[config.mk]
export PLATFORM = sky130hd
export DESIGN_NAME = hilo_acc_unit
export DESIGN_NICKNAME = d
export VERILOG_FILES = /design/src/rtl/hilo_acc_unit.sv
export SDC_FILE = /design/constraint.sdc
export NUM_CORES = 1
export LEC_CHECK = 0
export BUFFER_PORTS_ARGS = -buffer_cell sky130_fd_sc_hd__buf_2
export CAP_MARGIN = 20
export CORE_UTILIZATION = 40
export CTS_CLUSTER_SIZE = 30
export DETAILED_ROUTE_END_ITERATION = 8
export PLACE_DENSITY = 0.74
export SLEW_MARGIN = 20
export SYNTH_ARGS = -nofsm -noshare
export SYNTH_HDL_FRONTEND = slang
export SYNTH_SLANG_ARGS = --single-unit
[constraint.sdc]
create_clock -name clk -period 3.5 [get_ports clk]
set_input_delay 0.7 -clock clk [delete_from_list [all_inputs] [get_ports clk]]
set_output_delay 0.7 -clock clk [all_outputs]
set_load 0.05 [all_outputs]
[src/rtl/hilo_acc_unit.sv]
// HI/LO register pair with configurable width, per-half writes with same-cycle read
// bypass, and a two-cycle multiply-accumulate path (MADD/MSUB style) with flush.
module hilo_acc_unit #(
  parameter int unsigned DATA_W = 32
) (
  input  logic                  clk,
  input  logic                  rst,
  input  logic                  op_valid_i,
  output logic                  op_ready_o,
  input  logic [1:0]            op_i,
  input  logic [1:0]            we_i,
  input  logic [DATA_W-1:0]     hi_i,
  input  logic [DATA_W-1:0]     lo_i,
  input  logic [2*DATA_W-1:0]   prod_i,
  input  logic                  flush_i,
  output logic [DATA_W-1:0]     hi_o,
  output logic [DATA_W-1:0]     lo_o,
  output logic                  busy_o
);

  localparam int unsigned AccW = 2 * DATA_W;

  typedef enum logic [1:0] {
    OpWrite  = 2'd0,
    OpAccAdd = 2'd1,
    OpAccSub = 2'd2,
    OpClear  = 2'd3
  } op_e;

  logic [AccW-1:0] acc_q, acc_d;
  logic [AccW-1:0] stage_q, stage_d;
  logic            pend_q, pend_d;
  logic            accept;
  op_e             op;

  assign op = op_e'(op_i);

  // Handshake: no acceptance in reset, while an accumulate is pending, or under flush.
  always_comb begin
    op_ready_o = !rst && !pend_q;
    busy_o     = !rst && pend_q;
    accept     = op_valid_i && op_ready_o && !flush_i;
  end

  // Next-state: finish a pending accumulate, otherwise apply an accepted operation.
  always_comb begin
    acc_d   = acc_q;
    stage_d = stage_q;
    pend_d  = pend_q;
    if (pend_q) begin
      // Second cycle of the accumulate; a flush drops the staged addend.
      pend_d = 1'b0;
      if (!flush_i) begin
        acc_d = acc_q + stage_q;
      end
    end else if (accept) begin
      unique case (op)
        OpWrite: begin
          if (we_i[1]) acc_d[AccW-1:DATA_W] = hi_i;
          if (we_i[0]) acc_d[DATA_W-1:0]    = lo_i;
        end
        OpAccAdd: begin
          stage_d = prod_i;
          pend_d  = 1'b1;
        end
        OpAccSub: begin
          // Two's-complement negation so the second cycle is always an add.
          stage_d = ~prod_i + AccW'(1);
          pend_d  = 1'b1;
        end
        OpClear: begin
          acc_d = '0;
        end
        default: ;
      endcase
    end
  end

  // Read path: stored value, with per-half bypass of an accepted WRITE or CLEAR.
  always_comb begin
    hi_o = acc_q[AccW-1:DATA_W];
    lo_o = acc_q[DATA_W-1:0];
    if (rst) begin
      hi_o = '0;
      lo_o = '0;
    end else if (accept && (op == OpWrite)) begin
      if (we_i[1]) hi_o = hi_i;
      if (we_i[0]) lo_o = lo_i;
    end else if (accept && (op == OpClear)) begin
      hi_o = '0;
      lo_o = '0;
    end
  end

  // State registers with synchronous reset; reset discards any pending accumulate.
  always_ff @(posedge clk) begin
    if (rst) begin
      acc_q   <= '0;
      stage_q <= '0;
      pend_q  <= 1'b0;
    end else begin
      acc_q   <= acc_d;
      stage_q <= stage_d;
      pend_q  <= pend_d;
    end
  end

endmodule

**Yosys cells after proc, flatten, opt, wreduce, memory -nomap -nowiden**

Cells that the tools add are included.

- Bitwise logic cells: 3
- Reduce and logical (&&, ||, !) cells: 17
- Muxes and demuxes: 14
- Equality and inequality tests: 4
- $add $sub $neg: 2

Operators with widths:

| kind | count |
|---|---|
| two-way mux 32 bit | 8 |
| one-hot mux 64 bit (2 select lines) | 2 |
| two-way mux 64 bit | 3 |
| adder 64 x 1 -> 64 bit, second input constant | 1 |
| adder 64 bit | 1 |
| NOT 64 bit | 1 |
| logical AND 1 bit | 6 |
| AND reduction 3 bit | 2 |
| == test 2 bit, second input constant | 2 |
| nonzero test 2 bit | 2 |
| zero test 1 bit | 3 |
| nonzero test 3 bit | 1 |
| OR reduction 3 bit | 1 |
| == test 2 x 1 -> 1 bit, second input constant | 1 |
| zero test 2 bit | 1 |
| inequality test 2 bit, second input constant | 1 |
| NOT 1 bit | 2 |
| OR reduction 2 bit | 1 |
| two-way mux 1 bit | 1 |

- Output and inout port bits: 66
- Logic and storage cells: 43
- Input bits: 136
- Flip-flop bits (word level): 129

**Logic depth before layout (Yosys ltp)**

- Word-level depth: 8
- Gate-level depth with buffers: 12

**Least setup slack after synthesis**

OpenSTA, ideal clock, no wires.

- Path type: in2out
- Start: in rst
- End: out hi_o[10]
- Arrival time: 3.171 ns
- Path slack: -0.371 ns
- Cell stages on the path: 8
- Path through: nor2_1 > and3_1 > clkbuf_1 > and2_1 > clkbuf_1 > clkbuf_1 > a22oi_1 > nor2_1

- Word-level cells in the longest chain between the ends: 8

Ends and longest elaborated chain:

| element | RTL line | source |
|---|---|---|
| start, declared | 7 | `input logic rst,` |
| zero test 1 bit | 40 | `op_ready_o = !rst && !pend_q;` |
| logical AND 1 bit | 40 |  |
| logical AND 1 bit (2 in series) | 42 | `accept = op_valid_i && op_ready_o && !flush_i;` |
| logical AND 1 bit | 89 | `end else if (accept && (op == OpClear)) begin` |
| two-way mux 32 bit | 89 |  |
| two-way mux 32 bit | 86 | `end else if (accept && (op == OpWrite)) begin` |
| two-way mux 32 bit (*) | 83 | `if (rst) begin` |
| end, declared | 16 | `output logic [DATA_W-1:0] hi_o,` |

Mark *: on every way between the ends. The rest lies on a longest branch, timed or not.

**Worst setup path after layout**

- Start: reg stage_q[7]
- End: reg acc_q[60]

- Word-level cells in the longest chain between the ends: 3

Ends and longest elaborated chain:

| element | RTL line | source |
|---|---|---|
| start, declared | 31 | `logic [AccW-1:0] stage_q, stage_d;` |
| start signal, assigned | 103 | `stage_q <= stage_d;` |
| adder 64 bit | 54 | `acc_d = acc_q + stage_q;` |
| two-way mux 64 bit | 53 | `if (!flush_i) begin` |
| two-way mux 64 bit | 50 | `if (pend_q) begin` |
| end signal, assigned | 98 | `acc_q <= '0;` |
| end signal, assigned | 102 | `acc_q <= acc_d;` |
| end, declared | 30 | `logic [AccW-1:0] acc_q, acc_d;` |

No other way between the ends. The select of a mux whose other input is x is not followed.
A chain may end at the register's enable or synchronous reset.

==> summary.md <==
The run finished, with violations left. The checks that failed: negative setup slack. The relative contribution of combinational cells to total power was 0.193; the setup slack of the most critical reg-to-reg path was -20 ps. Pin placement for this block handled 202 I/O pins. The wire length of the first global-routing pass was 66.4 mm. In this run, the number of DRC markers left after iteration 0 of detailed routing was 1117. The count of nets left with antenna violations once routing finished came out at 0.

The area of the core region was 28000 um^2. The proportion of synthesized chip area in sequential cells came out at 0.225. The count of inserted antenna diode cells is 0. For the worst flop-to-flop path, the logic depth is 11. The die height is 171 um. The clock root buffer was sky130_fd_sc_hd__clkbuf_16.

Port buffering added 201 buffers. The number of fillers in the final layout was 2796; the number of buffer and inverter stages on the critical path was 0. Leading cell type by number of instances after synthesis: sky130_fd_sc_hd__nor2_1. At the end of routability-driven placement, the weighted congestion stood at 0.988.

Top cell type's share of synthesized area: 0.225. Relative to the synthesized area, the layout overhead comes to 24.9%. For the worst setup path, the data required time is 3810 ps. The logs give 34.2 mm for the HPWL reported at the end of detailed placement and 1596 for the synthesized netlist cell count. After detailed routing, the number of remaining DRC violations is 0. The floorplan has 61 rows. Final hold violation count: 0.

Dividing the detail-routed via count by the number of cells gives 5.88. The clock tree synthesis step divided the H-tree into 4 levels. The run gives 0.449 as the share of power burned in the clock network. Summing over every cut layer, the via total after detailed routing is 13000.

Derived from the worst setup path, the maximum achievable clock frequency is 0.284 GHz. Cell area after technology mapping: 11500 um^2. The synthesized design contains 0 enable-type register cells. For this run, the number of Yosys warnings is 0. The worst hold path belongs to the class flop to flop. Across the VDD grid, the largest voltage drop is 0.000289 V. The setup violation total in the final timing report is 1.

OpenSTA, run right after detailed placement, puts the worst setup slack at -368 ps. By area the synthesized netlist is led by sky130_fd_sc_hd__dfxtp_1 (23%), sky130_fd_sc_hd__nor2_1 (8.1%), sky130_fd_sc_hd__ha_1 (7.3%), sky130_fd_sc_hd__a22oi_1 (6.0%), sky130_fd_sc_hd__a21oi_1 (5.5%). The wire length after detailed routing is 43.6 mm. Clock-pin slew was measured on the worst setup and hold paths at 60 ps. The floorplan step set the die width to 171 um.

Initial cell density of the core: 0.409. Setup repair after global routing could not meet its margin everywhere. The number of different library cells used by synthesis comes to 65.

The tools report the sequential power share as 0.358. STA classifies the critical path endpoint as a flop. Tracing the worst setup path back leads to its startpoint at stage_q[7]. The leakage power of the design is 0.00609 uW, and the maximum number of buffers from clock root to sink is 2.

The worst register-to-register path ends at acc_q[60]. The mean post-synth cell area is 7.19 um^2, and the peak fanout along the critical path is 4. On the worst path, the slowest cell contributes a delay of 420 ps. Share of flip-flops with an asynchronous set or reset: 0. For the worst setup margin, the log shows -16.9 ps.

Traced cell by cell, the critical path runs through ha_1, nand3_1, nor4_1, nand4_1, a311oi_2, nor3_1, o31ai_1, a21oi_1, o41ai_2, mux2_2, a32o_1. The tools report the category of the worst setup path launch point as a flop. The normalized max-slew margin was 0.452; the clock skew after layout was 13.1 ps. The share of post-route cells with drive strength above 1 is 0.250. The post-route fraction of the period consumed by the critical path is 1.00, and the via count of the first global-routing pass is 11700. The data arrival time at the worst-slack endpoint is 3830 ps, and the sum of internal, switching and leakage power is 4420 uW. The switching power as a share of total power is 0.308.

The number of antenna violations at the first check in global routing is 1, and the number of nets in the finished design is 2029. The power spent charging and discharging nets came out at 1360 uW. After synthesis, the most frequently instantiated cells are sky130_fd_sc_hd__nor2_1 (247), sky130_fd_sc_hd__dfxtp_1 (129), sky130_fd_sc_hd__nand2_1 (127). Among all flip-flop cells after synthesis, the most frequent one is sky130_fd_sc_hd__dfxtp_1. The most critical setup path has its endpoint at acc_q[60]. At the pin with the least slew margin, the transition time is 823 ps.

The run gives 430 ps as the clock latency at the later pin of the worst-skew pair. Entering global routing, the biggest net connects 92 pins. The synthesized design contains 129 register bits. The internal power is 3060 uW, and the die area is 29400 um^2.

TritonCTS built the clock tree. Reported max-cap violation count: 0. The number of clock sinks came out at 129. Critical path start-end classification: flop to flop. Slowest stage cell on the critical path: sky130_fd_sc_hd__o41ai_2. The kind of cell with the highest combined delay along the critical path is compound AO/OA/AOI/OAI gates. Dividing total power by cell area gives a power density of 308 nW/um^2. The run gives 5 as the detailed-routing iteration count for the pre-antenna-repair pass. The worst register-to-register path begins at stage_q[7]. For the all-layer global routing usage, the log shows 0.293. The number of buffers inserted during clock tree synthesis was 17; the clock period minus final worst setup slack was 3520 ps. Summed over all instances, the cell type with the most area after synthesis is sky130_fd_sc_hd__dfxtp_1. Counting every net in the synthesized netlist gives 1800.

The critical path runs through a total of 11 cells. The number of max-slew violations in the final report was 0; the leftover overflow at the end of global routing was 0. After detailed routing, the average wire length per cell comes to 19.7 um.
==> metrics by stage <==
stage / hold WS (ps) / std cells / instance area (um^2) / utilization / TNS, ps
floorplan: 436 / 1596 / 11600 / - / -46.7
global placement: 449 / 2183 / 13600 / 0.486 / -2360
detailed placement: 458 / 2183 / 13600 / 0.486 / -3270
CTS: 467 / 2215 / 14300 / 0.509 / 0
global route: 509 / 2216 / 14300 / 0.512 / -133
finish: 468 / 2216 / 14300 / 0.512 / -16.9
==> worst min-delay path by stage <==
stage,cells past startpoint,start,slack (ps),endpoint
2_1_floorplan,2,stage_q[31],440,stage_q[31]
3_3_place_gp,2,stage_q[31],450,stage_q[31]
3_5_place_dp,2,stage_q[31],460,stage_q[31]
4_1_cts,2,stage_q[31],470,stage_q[31]
5_1_grt,2,stage_q[23],510,stage_q[23]
6_report,2,stage_q[31],470,stage_q[31]
==> cells by family after synthesis <==
logic type / share of synthesized area
AO/OA/AOI/OAI: 0.329
AND/OR/NAND/NOR: 0.224
buffers and inverters: 0.0449
flip-flops: 0.225
XOR/XNOR: 0.0779
adder cells (fa/ha/maj): 0.0748
multiplexers: 0.0244
==> per-layer routing <==
metal  share of wire  GRT usage  vias to the layer above
li1                -          -                     6363
met1            0.46      0.436                     6097
met2            0.43      0.437                      507
met3           0.090     0.0396                       52
met4           0.017     0.0765                        2
met5         0.00030          0                        -
==> sequential cells by signal, summed over array words and instances (netlist names) <==
name	count
acc_q	64
pend_q	1
stage_q	64
==> layout by cell type (no fill, tap or decap), types with 17 or more instances in the layout <==
cell type	n
sky130_fd_sc_hd__a21o_1	46
sky130_fd_sc_hd__clkbuf_16	17
sky130_fd_sc_hd__o21ai_0	106
sky130_fd_sc_hd__dfxtp_1	129
sky130_fd_sc_hd__nand4_1	26
sky130_fd_sc_hd__nor3_1	37
sky130_fd_sc_hd__and3_1	18
sky130_fd_sc_hd__buf_4	123
sky130_fd_sc_hd__a22oi_1	92
sky130_fd_sc_hd__o21bai_1	17
sky130_fd_sc_hd__xnor2_1	40
sky130_fd_sc_hd__nor2_1	186
sky130_fd_sc_hd__nor2_2	61
sky130_fd_sc_hd__o31ai_1	17
sky130_fd_sc_hd__nand2_1	127
sky130_fd_sc_hd__inv_1	20
sky130_fd_sc_hd__a211oi_1	54
sky130_fd_sc_hd__buf_2	198
sky130_fd_sc_hd__mux2i_1	19
sky130_fd_sc_hd__xor2_1	61
sky130_fd_sc_hd__a21oi_1	125
sky130_fd_sc_hd__ha_1	66
sky130_fd_sc_hd__nand3_1	20
==> worst reg2reg max path, cell delays in order, from the launching register on <==
cell and delay [ps]:
sky130_fd_sc_hd__dfxtp_1 380, sky130_fd_sc_hd__ha_1 380, sky130_fd_sc_hd__nand3_1 110, sky130_fd_sc_hd__nor4_1 310, sky130_fd_sc_hd__nand4_1 240, sky130_fd_sc_hd__a311oi_2 370
sky130_fd_sc_hd__nor3_1 140, sky130_fd_sc_hd__o31ai_1 300, sky130_fd_sc_hd__a21oi_1 190, sky130_fd_sc_hd__o41ai_2 420, sky130_fd_sc_hd__mux2_2 380, sky130_fd_sc_hd__a32o_1 200
==> power groups by stage <==
stage	combinational (uW)	clock (uW)	sequential, uW
final	852	1980	1580
after global routing	926	2050	1580
after CTS	838	2000	1580
after detailed placement	834	0	1610
after global placement	823	0	1610
after floorplan	515	0	1580
==> what timing repair did <==
| action | in CTS | in global routing |
|---|---|---|
| hold endpoints to repair | 0 | 0 |
| pin swaps | 0 | 2 |
| buffers inserted | 0 | 1 |
| hold buffers | 0 | 0 |
| setup endpoints to repair | 1 | 4 |
| resized for setup | 1 | 12 |
==> layout make-up <==
class | instances | area (um^2) | share of cell area
clock buffer | 18 | 429 | 0.0299
sequential | 129 | 2580 | 0.180
clock inverter | 14 | 203 | 0.0141
tap | 378 | 473 | 0.0330
inverter | 22 | 82.6 | 0.00576
multi-input combinational | 1330 | 8590 | 0.600
timing repair buffer | 325 | 1970 | 0.137
(Power assumes the default switching activity.)
